### src/rtl/mod10_counter.sv
// mod10_counter_core: free-running decimal (0-9) counter with a terminal-count flag.
// Optional seven-segment decoder output is compiled in when MOD10_SEG_EN is defined;
// SEG_ACTIVE_LOW selects the segment polarity of that decoder.
module mod10_counter_core #(
    parameter bit SEG_ACTIVE_LOW = 1'b0
) (
    input  logic       clk,
    input  logic       reset,
    output logic [3:0] count,
    output logic       tc
`ifdef MOD10_SEG_EN
    ,
    output logic [6:0] seg
`endif
);

    // Digit register: reset wins, 9 and any illegal code (10-15) fall back to 0, else increment
    always_ff @(posedge clk) begin
        if (reset) begin
            count <= 4'd0;
        end else if (count >= 4'd9) begin
            count <= 4'd0;
        end else begin
            count <= count + 4'd1;
        end
    end

    // Terminal count is a pure decode of the registered digit, so 10-15 can never raise it
    assign tc = (count == 4'd9);

`ifdef MOD10_SEG_EN
    logic [6:0] seg_lit;

    // Active-high digit decode, bit order {g,f,e,d,c,b,a}; illegal codes blank the display
    always_comb begin
        seg_lit = 7'b0000000;
        case (count)
            4'd0: seg_lit = 7'b0111111;
            4'd1: seg_lit = 7'b0000110;
            4'd2: seg_lit = 7'b1011011;
            4'd3: seg_lit = 7'b1001111;
            4'd4: seg_lit = 7'b1100110;
            4'd5: seg_lit = 7'b1101101;
            4'd6: seg_lit = 7'b1111101;
            4'd7: seg_lit = 7'b0000111;
            4'd8: seg_lit = 7'b1111111;
            4'd9: seg_lit = 7'b1101111;
            default: seg_lit = 7'b0000000;
        endcase
    end

    // Common-anode displays want a 0 to light a segment, so invert the whole pattern
    assign seg = SEG_ACTIVE_LOW ? ~seg_lit : seg_lit;
`endif

endmodule

### config.mk
export PLATFORM = sky130hd
export DESIGN_NAME = mod10_counter_core
export DESIGN_NICKNAME = d
export VERILOG_FILES = /design/src/rtl/mod10_counter.sv
export SDC_FILE = /design/constraint.sdc
export NUM_CORES = 1
export LEC_CHECK = 0
export CELL_PAD_IN_SITES_DETAIL_PLACEMENT = 0
export CELL_PAD_IN_SITES_GLOBAL_PLACEMENT = 1
export CORE_AREA = 2 2 39 41
export CTS_CLUSTER_DIAMETER = 30
export DETAILED_ROUTE_END_ITERATION = 8
export DIE_AREA = 0 0 41 43
export GPL_TIMING_DRIVEN = 0
export PLACE_DENSITY_LB_ADDON = 0.1
export SETUP_SLACK_MARGIN = 0.3
export SLEW_MARGIN = 20
export SYNTH_ARGS = -nofsm -noshare
export SYNTH_HDL_FRONTEND = slang
export SYNTH_SLANG_ARGS = --single-unit
### constraint.sdc
create_clock -name clk -period 1.9 [get_ports clk]
set_input_delay 0.19 -clock clk [delete_from_list [all_inputs] [get_ports clk]]
set_output_delay 0.19 -clock clk [all_outputs]
set_load 0.01 [all_outputs]
# == After elaboration in Yosys (flattened, before gate mapping) ==
# Index checks and enable logic that the tools add are counted.
# totals
in_bits,2
reg_bits,4
word_cells,5
# classes
n_eq_ne,1
reduce_logical,1
add_sub_neg,1
n_lt_le_gt_ge,1
# op_table
cell,count
$add 4x1->4 const B,1
$eq 4x4->1 const B,1
$ge 4x4->1 const B,1
$reduce_or 2->1,1

# == Depth between registers and ports, before layout ==
# depth
word_depth,2
depth_mapped,5
depth_no_buf,5

# == Worst setup path before layout ==
# No wires, ideal clock.
# synth_timing
path_type,register -> register
from,register count[0]
to,register count[0]
setup_ns,0.123
path_buffers,0
arrival_time_ns,0.991
path_stages_with_launch,6
required_time_ns,1.777
path_slack_ns,0.786
cell_sequence,dfxtp_1 inv_1 ha_1 nor2b_2 a21oi_2 nor2_1
# synth_via
elab_chain_len,2
word_cells_on_any_way,3
# synth_lines
element,line_no,source
from (decl),9,"output logic [3:0] count,"
from (signal assigned),24,count <= count + 4'd1;
$ge 4x4->1,21,end else if (count >= 4'd9) begin
$reduce_or 2->1 (no source line),-,
# Parallel ways exist; a longest one is shown, timed or not.
# A chain may end at the register's enable or synchronous reset.

# == Worst setup path after layout ==
# layout_timing
from,register count[1]
to,output tc
# layout_via
elab_chain_len,1
# layout_lines
element,line_no,source
$eq 4x4->1,29,assign tc = (count == 4'd9);
to (decl),10,output logic tc
# Every way passes these cells.

==> results_dict.tcl <==
set metrics [dict create \
    outcome "completed" \
    hold_buffers 0 \
    finalSetupViolCount 0 \
    synth_top_family_by_area "simple AND/OR/NAND/NOR gates" \
    hpwl_microns 335 \
    via_count 208 \
    layout.cells.non_filler 51 \
    cts_sinks 4 \
    synth_top_cells_by_count "nor2_1 (5), dfxtp_1 (4), inv_1 (4), ha_1 (3)" \
    swShare 0.347 \
    synth_mux_area_frac 0 \
    syn_area_per_cell_sq_um 8.28 \
    tns_ns 0 \
    p_switching_uw 141 \
    cp-end-kind "primary output" \
    clkLatencyLatePin_ns 0.24 \
    reg.largest.list "count: 4 flops" \
    finalCritPeriodShare 0.768 \
    worst_hold_startpoint "count[0]$_SDFF_PP0_" \
    core_sq_um 1380 \
    cts_root_buf "clkbuf_4" \
    required_ns 1.71 \
    slew_headroom 0.860 \
    rsz0062_at_grt "no" \
    pin_count 7 \
    fill_cells 162 \
    die_w_microns 41 \
    grt_overflow 0 \
    holdCritPathClass "reg -> reg" \
    gp_congestion 0.611 \
    drc 0 \
    hold_viol_final 0 \
    clockBufferDepth 2 \
    largest_reg_flops 4 \
    worstSetupStartpoint "count[1]$_SDFF_PP0_" \
    rr_worst_depth 5 \
    viasPerCell 4.08 \
    yosysWarnings 0 \
    n_antenna_cell 0 \
    synth-compound-area-share 0.110 \
    synth_edf_count 0 \
    synth_top_area_frac 0.372 \
    dieArea_sq_um 1760 \
    grt_max_degree 8 \
    h-tree-depth 1 \
    p_comb_frac 0.387 \
    synthesis.instances 26 \
    wl_per_cell_microns 8.61 \
    start_kind "flop" \
    reg2reg_slack_ns 0.78 \
    synth_area_leader_cell "dfxtp_1" \
    syn_area_sq_um 215 \
    yosysSeqAreaShare 0.372 \
    fin_util 0.230 \
    syn_to_final_growth_pct 47.7 \
    worstMarginPinSlew_ns 0.209 \
    min_period_ns 1.46 \
    whs_path_depth 1 \
    cts_tree "done" \
    syn-num-nets 31 \
    critPathMaxFanout 4 \
    start_util 0.156 \
    synth_area_leaders "dfxtp_1 (37%), ha_1 (17%), nor2_1 (8.7%)" \
    leakagePower_uw 0.000135 \
    worstHoldEndpoint "count[0]$_SDFF_PP0_" \
    rr_startpoint "count[1]$_SDFF_PP0_" \
    drt_wl_total_microns 439 \
    synth_most_common_cell "nor2_1" \
    clk_pin_slew_worst_paths_ns 0.03 \
    dp.cells 48 \
    yosys.area_share.adder 0.174 \
    worstPathArrival_ns 1.27 \
    io_buffers 6 \
    first_global_vias 194 \
    finalMaxSlewViolations 0 \
    drtIter0Drc 6 \
    worstSetupPathType "reg -> out" \
    fmax_ghz 0.686 \
    fin_skew_ns 0.00365 \
    fp.dieH_microns 43 \
    vdd_drop_max_uv 588 \
    yosys.area_share.simple 0.273 \
    regMostFlops "count" \
    layout.nets 42 \
    power.internal_uw 264 \
    rows 14 \
    ys_ff_latch 4 \
    synthXorXnorAreaFrac 0 \
    antenna_found_initial 0 \
    seq_power_share 0.351 \
    async_reset_ff_frac 0 \
    drive_gt1_frac 0.171 \
    cts_buffers 3 \
    rr_endpoint "count[3]$_SDFF_PP0_" \
    dr.pass1.iters 4 \
    p_clk_frac 0.263 \
    antenna_left 0 \
    track_usage 0.0733 \
    maxCapViolations 0 \
    grt_first_pass_wirelength_microns 765 \
    synth_ff_type "dfxtp_1" \
    p_per_area_nw_per_um2 1270 \
    synthDistinctLibCells 12 \
]
placed cells by master (no fill, tap or decap), drive strengths merged:
master         instances
ha                     3
nand4                  1
nor2                   5
clkbuf                 3
dfxtp                  4
nand2                  1
inv                    4
a21oi                  3
o21ai                  1
nor2b                  2
nand3b                 2
clkdlybuf4s50          5
dlygate4sd2            1
power by group through the flow:
stage / clock (uW) / sequential [uW] / combinational (uW)
after floorplan: 0 / 146 / 83.5
after global placement: 0 / 143 / 159
after detailed placement: 0 / 144 / 158
after CTS: 111 / 144 / 159
after global routing: 124 / 149 / 184
final: 106 / 142 / 157
worst max-delay path: stages (launching register included):
cell	delay, ns
dfxtp_1	0.37
inv_1	0.08
ha_1	0.20
nand2_1	0.07
nor2_1	0.03
dlygate4sd2_1	0.28
routing by layer:
layer	GRT usage	up-vias	share of wire
met4	0.0200	0	0
met5	0	-	0
met2	0.0875	9	0.42
li1	-	101	-
met1	0.0772	98	0.44
met3	0.0942	0	0.13
logic make-up (layout without fill, tap and decap cells):
group           Yosys count  in the layout
simple gates             11             11
buf+inv                   4             13
fa+ha+maj                 3              3
compound gates            4              4
flops                     4              4
per-stage QoR:
step                      instance area, sq um  hold WS (ns)  power, uW  setup WS (ns)
after floorplan                            215         0.259        230          0.786
after global placement                     295         0.499        302          0.389
after detailed placement                   295         0.503        301          0.379
after CTS                                  318         0.478        414          0.414
after global routing                       318         0.511        456          0.324
final                                      318         0.473        405          0.442
repair_timing:
action,in CTS,in global routing
setup buffers,0,0
resized for setup,2,0
endpoints found under the setup margin,1,0
final cells by class:
class | instances | area [sq um] | area share
repair buffers | 6 | 58.8 | 0.185
inverters | 4 | 15.0 | 0.0472
flip-flops and latches | 4 | 81.3 | 0.256
well taps | 16 | 20.0 | 0.0630
clock buffers | 3 | 22.5 | 0.0709
multi-input cells | 18 | 120 | 0.378
how the worst max path moves through the flow:
stage	endpoint	slack [ns]
floorplan	count[0]$_SDFF_PP0_	0.79
global route	tc	0.32
detailed placement	tc	0.38
global placement	tc	0.39
finish	tc	0.44
CTS	tc	0.41
No activity file was read; power rests on OpenSTA's default activity.
